### src/rtl/ps2_keyboard_if.sv
// Bundle between the PS/2 pins, the keyboard receiver and the keyboard word consumer.
// The receiver uses the slave view; the pin driver and word consumer use the master view.
interface ps2_keyboard_if;
    logic        ps2_clk;
    logic        ps2_data;
    logic [15:0] kb_out;
    logic        code_valid;
    logic        frame_err;

    modport master (
        output ps2_clk,
        output ps2_data,
        input  kb_out,
        input  code_valid,
        input  frame_err
    );

    modport slave (
        input  ps2_clk,
        input  ps2_data,
        output kb_out,
        output code_valid,
        output frame_err
    );
endinterface

### src/rtl/ps2_keyboard.sv
// PS/2 device-to-host frame receiver with scan-code set 2 make/break/extended tracking.
// Holds the currently pressed key as {7'b0, ext, code} on kb_out, or 0 when no key is held.
module ps2_keyboard #(
    parameter int FILTER_LEN = 4,
    parameter int TIMEOUT    = 50000
) (
    input  logic           clk,
    input  logic           reset,
    ps2_keyboard_if.slave  bus
);

    localparam int TO_W = $clog2(TIMEOUT + 1);

    typedef enum logic [1:0] {
        ST_IDLE   = 2'd0,
        ST_DATA   = 2'd1,
        ST_PARITY = 2'd2,
        ST_STOP   = 2'd3
    } state_t;

    // Odd parity over the data byte plus the parity bit.
    function automatic logic frame_parity_ok(input logic [7:0] data, input logic parity);
        return ^{data, parity};
    endfunction

    logic [1:0]      ps2_clk_sync_r;
    logic [1:0]      ps2_data_sync_r;
    logic [3:0]      filt_cnt_r;
    logic            fclk_r;
    logic            strobe_r;
    state_t          state_r;
    logic [7:0]      shift_r;
    logic [2:0]      bit_cnt_r;
    logic            parity_r;
    logic [TO_W-1:0] to_cnt_r;
    logic            ext_r;
    logic            brk_r;
    logic [15:0]     kb_out_r;
    logic            code_valid_r;
    logic            frame_err_r;
    logic            clk_s;
    logic            data_s;
    logic [8:0]      key_s;

    assign clk_s  = ps2_clk_sync_r[1];
    assign data_s = ps2_data_sync_r[1];
    assign key_s  = {ext_r, shift_r};

    assign bus.kb_out     = kb_out_r;
    assign bus.code_valid = code_valid_r;
    assign bus.frame_err  = frame_err_r;

    // Synchronise the raw pins and debounce the PS/2 clock; strobe_r marks each filtered falling edge.
    always_ff @(posedge clk or posedge reset) begin
        if (reset) begin
            ps2_clk_sync_r  <= 2'b11;
            ps2_data_sync_r <= 2'b11;
            filt_cnt_r      <= 4'd0;
            fclk_r          <= 1'b1;
            strobe_r        <= 1'b0;
        end else begin
            ps2_clk_sync_r  <= {ps2_clk_sync_r[0], bus.ps2_clk};
            ps2_data_sync_r <= {ps2_data_sync_r[0], bus.ps2_data};
            strobe_r        <= 1'b0;
            if (clk_s != fclk_r) begin
                // The FILTER_LEN-th consecutive differing sample commits the new level.
                if (filt_cnt_r == 4'(FILTER_LEN - 1)) begin
                    fclk_r     <= clk_s;
                    filt_cnt_r <= 4'd0;
                    strobe_r   <= fclk_r & ~clk_s;
                end else begin
                    filt_cnt_r <= filt_cnt_r + 4'd1;
                end
            end else begin
                filt_cnt_r <= 4'd0;
            end
        end
    end

    // Frame FSM, inactivity timeout and scan-code decoder with registered outputs.
    always_ff @(posedge clk or posedge reset) begin
        if (reset) begin
            state_r      <= ST_IDLE;
            shift_r      <= 8'd0;
            bit_cnt_r    <= 3'd0;
            parity_r     <= 1'b0;
            to_cnt_r     <= {TO_W{1'b0}};
            ext_r        <= 1'b0;
            brk_r        <= 1'b0;
            kb_out_r     <= 16'd0;
            code_valid_r <= 1'b0;
            frame_err_r  <= 1'b0;
        end else begin
            code_valid_r <= 1'b0;
            frame_err_r  <= 1'b0;
            if (strobe_r) begin
                to_cnt_r <= {TO_W{1'b0}};
                case (state_r)
                    ST_IDLE: begin
                        if (!data_s) begin
                            state_r   <= ST_DATA;
                            bit_cnt_r <= 3'd0;
                        end
                    end
                    ST_DATA: begin
                        shift_r   <= {data_s, shift_r[7:1]};
                        bit_cnt_r <= bit_cnt_r + 3'd1;
                        if (bit_cnt_r == 3'd7) begin
                            state_r <= ST_PARITY;
                        end
                    end
                    ST_PARITY: begin
                        parity_r <= data_s;
                        state_r  <= ST_STOP;
                    end
                    ST_STOP: begin
                        state_r <= ST_IDLE;
                        if (data_s && frame_parity_ok(shift_r, parity_r)) begin
                            case (shift_r)
                                8'hE0: ext_r <= 1'b1;
                                8'hF0: brk_r <= 1'b1;
                                8'hE1: begin
                                end
                                default: begin
                                    code_valid_r <= 1'b1;
                                    ext_r        <= 1'b0;
                                    brk_r        <= 1'b0;
                                    if (!brk_r) begin
                                        kb_out_r <= {7'd0, key_s};
                                    end else if ((kb_out_r != 16'd0) && (kb_out_r[8:0] == key_s)) begin
                                        kb_out_r <= 16'd0;
                                    end
                                end
                            endcase
                        end else begin
                            frame_err_r <= 1'b1;
                            ext_r       <= 1'b0;
                            brk_r       <= 1'b0;
                        end
                    end
                    default: state_r <= ST_IDLE;
                endcase
            end else if (state_r != ST_IDLE) begin
                if (to_cnt_r == TO_W'(TIMEOUT)) begin
                    state_r     <= ST_IDLE;
                    to_cnt_r    <= {TO_W{1'b0}};
                    frame_err_r <= 1'b1;
                    ext_r       <= 1'b0;
                    brk_r       <= 1'b0;
                end else begin
                    to_cnt_r <= to_cnt_r + TO_W'(1);
                end
            end else begin
                to_cnt_r <= {TO_W{1'b0}};
            end
        end
    end

endmodule

### src/flat_wrapper.sv
// flat-port wrapper written by rule: the top's interface ports become plain ports
module ps2_keyboard_flat 
#(
    parameter int FILTER_LEN = 4,
    parameter int TIMEOUT    = 50000
)
  (clk, reset, bus_ps2_clk, bus_ps2_data, bus_kb_out, bus_code_valid, bus_frame_err);
  ps2_keyboard_if bus_i ();
  input  logic clk;
  input  logic reset;
  input wire logic [$bits(bus_i.ps2_clk)-1:0] bus_ps2_clk;
  input wire logic [$bits(bus_i.ps2_data)-1:0] bus_ps2_data;
  output wire logic [$bits(bus_i.kb_out)-1:0] bus_kb_out;
  output wire logic [$bits(bus_i.code_valid)-1:0] bus_code_valid;
  output wire logic [$bits(bus_i.frame_err)-1:0] bus_frame_err;
  assign bus_i.ps2_clk = bus_ps2_clk;
  assign bus_i.ps2_data = bus_ps2_data;
  assign bus_kb_out = bus_i.kb_out;
  assign bus_code_valid = bus_i.code_valid;
  assign bus_frame_err = bus_i.frame_err;
  ps2_keyboard #(.FILTER_LEN(FILTER_LEN), .TIMEOUT(TIMEOUT)) u_core (.clk(clk), .reset(reset), .bus(bus_i));
endmodule
### config.mk
export PLATFORM = sky130hd
export DESIGN_NAME = ps2_keyboard_flat
export DESIGN_NICKNAME = d
export VERILOG_FILES = /design/src/rtl/ps2_keyboard_if.sv /design/src/rtl/ps2_keyboard.sv /design/src/flat_wrapper.sv
export SDC_FILE = /design/constraint.sdc
export NUM_CORES = 1
export LEC_CHECK = 0
export ABC_CLOCK_PERIOD_IN_PS = 1800
export BUFFER_PORTS_ARGS = -buffer_cell sky130_fd_sc_hd__buf_2
export CORE_ASPECT_RATIO = 2
export CORE_MARGIN = 3
export CORE_UTILIZATION = 54
export DETAILED_ROUTE_END_ITERATION = 10
export PLACE_DENSITY = 0.74
export REMOVE_ABC_BUFFERS = 1
export SYNTH_ARGS = -nofsm -noshare
export SYNTH_HDL_FRONTEND = slang
export SYNTH_SLANG_ARGS = --single-unit
### constraint.sdc
create_clock -name clk -period 1.8 [get_ports clk]
set_input_delay 0.36 -clock clk [delete_from_list [all_inputs] [get_ports clk]]
set_output_delay 0.36 -clock clk [all_outputs]
set_load 0.1 [all_outputs]
==> out/qor.txt <==
Number of synthesized register bits - 53
Synth unique cells - 46
Number of nets at the end of the flow - 337
Skew-Pair Late Insertion Delay - 310 ps
Share of async-settable or async-resettable flops after synthesis - 100%
Failing checks - setup timing
Maximum number of pins on one net before global-route repair - 31
Final period utilization - 113%
CTS Sinks - 53
Number of global-route vias before repair - 2104
Sort of element at the end of the critical path - flop
Delay contributed by the slowest stage of the critical path - 580 ps
Number of filler cells placed in the layout - 399
Number of buffers created by CTS - 5
Max Cap Viol - 0
Pwr per Cell Area - 717 nW/um^2
Synthesized area - 2750 sq um
Number of enable-type register cells in the synthesized netlist - 0
Worst clock skew - 4.31 ps
Setup-violating endpoint count in the final report - 13
Final hold vios - 0
Maximum vdd drop - 613 uV
Final wirelength - 5750 microns
Outcome - finished, violations left
Die Ht - 107 microns
Yosys warns - 0
H-tree levels - 2
Antenna-violating nets left - 0
R2R Path Start - u_core.shift_r[6]
Floorplan die area - 6040 sq um
Time the worst path needs with I/O delays and setup - 2040 ps
Master of the slowest instance on the critical path - xnor3_2
Number of hold-repair buffers added at the cts stage - 0
Sequential cell area fraction in the yosys report - 48.4%
Routed wire per std cell - 15.1 microns
Overall power - 2.37 mW
Placed Instance Area - 3060 sq um
Vias per cell - 5.53
Number of buffer cells added on primary ports - 14
Number of placed I/O pins - 22
Data required, critical path - 2050 ps
Width of the die - 56.5 microns
Global-route wire length before repair - 9170 microns
Total global-route track usage - 19.7%
Hold Crit Class - in -> async
Count of vias placed by the detailed router - 2100
Initial antenna violation count - 0
Clock tree buffer depth - 2
Unrepaired setup endpoints after global routing - true
Cell types with the highest counts after synthesis - dfrtp_1 (48), nand2_1 (42), nor2_1 (26), xnor2_1 (20), inv_1 (14)
Maximum frequency from static timing analysis - 0.491 GHz
Cell taking the most area after synthesis - dfrtp_1
Starting density of the core - 56.0%
CP startpoint - u_core.shift_r[6]
Ratio of cells with drive above 1 in the final layout - 25.1%
Area contributors post-synth - dfrtp_1 (44%), xnor2_1 (6.4%), nand2_1 (5.7%)
Clock tree from TritonCTS - built
Clk slew on worst S/H paths - 90 ps
Number of max-slew violations in the final report - 0
Setup Crit Path Kind - reg -> reg
Crit path max fanout - 7
Starting DRT DRC Count - 60
Layout Cell Area excl Fill - 3310 sq um
HPWL after DPL - 4170 microns
Most used standard cell by instance count after synthesis - dfrtp_1
Leakage component of the power - 1.50 nW
Placeable core region - 4910 sq um
Average cell area after synthesis - 9.97 sq um
Cell at the root of the clock tree - clkbuf_8
Number of optimization iterations in the first detailed-route pass - 4
Buffers and inverters on the worst path - 1
ANT cells - 0
Area fraction of the dominant cell type after synthesis - 43.7%
FP Rows - 36
DR DRC count - 0
Top_reg_cell synth - dfrtp_1
Number of cells produced by synthesis - 276
Cell breakdown of the critical path - xnor2_2 -> xnor3_2 -> xor2_4 -> nor4_4 -> buf_4 -> a22o_1
Total congestion overflow after global routing - 0
Worst Setup Slack, final - -236 ps
Arrival time of data at the critical path endpoint - 2290 ps
Layout-stage area growth over the synthesis result - 20.3%
Worst setup timing slack at the placement stage - -207 ps
Startpoint type of the worst setup path - flop
Weighted congestion at the end of routability-driven global placement - 0.852
Worst path top cell family by delay - XOR/XNOR gates
-- placed cells by master, fill, tap and decap left out, drive strengths merged, types with 2 or more instances in the layout --
cell     n
nand2   42
nand3b   2
inv     14
nor2    26
nor2b    4
dfrtp   48
nor3     5
ha      11
nor4     4
clkinv   2
nand3    8
conb     7
and3     2
a21oi    5
a22o     9
buf     50
nand2b   3
and4     2
xnor2   22
o311ai   3
xor2     8
nor4b    2
nand4    8
o21ai    8
dfstp    5
clkbuf   5
and2     3
-- layout make-up --
| cell class | instances | area, sq um | area share [%] |
|---|---|---|---|
| clock buffer | 5 | 68.8 | 2.08 |
| multi-input combinational | 198 | 1420 | 42.9 |
| timing repair buffer | 50 | 348 | 10.5 |
| sequential | 53 | 1330 | 40.3 |
| inverter | 14 | 52.6 | 1.59 |
| tap | 57 | 71.3 | 2.15 |
| clock inverter | 3 | 17.5 | 0.529 |
-- routing by layer --
layer  vias up  wire (microns)  share of wire, %  global-route usage, %
li1       1013               -                 -                      -
met2        44            3270                57                   37.3
met4         0             229               4.0                   11.5
met1      1026            2080                36                   18.9
met5         -               0                 0                      0
met3        17             176               3.1                   3.61
-- power breakdown --
| part | total (mW) | switching [mW] | internal, mW |
|---|---|---|---|
| registers | 1.29 | 0.0399 | 1.25 |
| logic | 0.420 | 0.273 | 0.147 |
| clock network | 0.658 | 0.389 | 0.269 |
| total | 2.37 | 0.702 | 1.67 |
-- sequential cells by signal (all words and copies together) (netlist names) --
name / cells
u_core.ext_r: 1
u_core.bus.frame_err: 1
u_core.filt_cnt_r: 4
u_core.ps2_clk_sync_r: 2
u_core.shift_r: 8
u_core.bus.code_valid: 1
u_core.parity_r: 1
u_core.state_r: 2
u_core.bus.kb_out: 9
u_core.brk_r: 1
u_core.fclk_r: 1
u_core.to_cnt_r: 16
u_core.ps2_data_sync_r: 2
u_core.strobe_r: 1
u_core.bit_cnt_r: 3
-- metrics by stage --
stage	instances	utilization (%)	hold WS, ps	setup TNS [ps]
finish	380	67.4	84.4	-2520
detailed placement	368	62.2	347	-2060
CTS	376	64.5	82.6	-1680
global route	380	67.4	95.7	-3190
global placement	368	62.2	347	-1660
floorplan	265	-	345	-3300
-- cell families after synthesis --
family	synth area share, %
adders and majority gates	5.00
xor gates and xnor gates	10.9
DFF	48.4
and+or+nand+nor	20.7
other	0.136
buffers and inverters	5.55
AOI/OAI and AO/OA	9.23
-- final timing paths --
check | end | slack, ps | depth (start not counted)
worst max register to register | u_core.bus.kb_out[5] | -240 | 6
worst min-delay path | u_core.bus.kb_out[2] | 80 | 3
worst min register to register | u_core.ps2_data_sync_r[1] | 360 | 0
max in group asynchronous | u_core.fclk_r | 1370 | 3
min in group clk | u_core.ps2_data_sync_r[0] | 140 | 1
worst max-delay path | u_core.bus.kb_out[5] | -240 | 6
-- worst min-delay path, delay by kind of cell --
kind                   cells  cell delay (ps)
buffers and inverters      3              420
-- what timing repair did --
item	CTS	global route
setup buffers	0	4
setup endpoints to repair	14	15
pin swaps	4	11
gates resized for setup	5	16
Power figures use the tool's default switching activity.
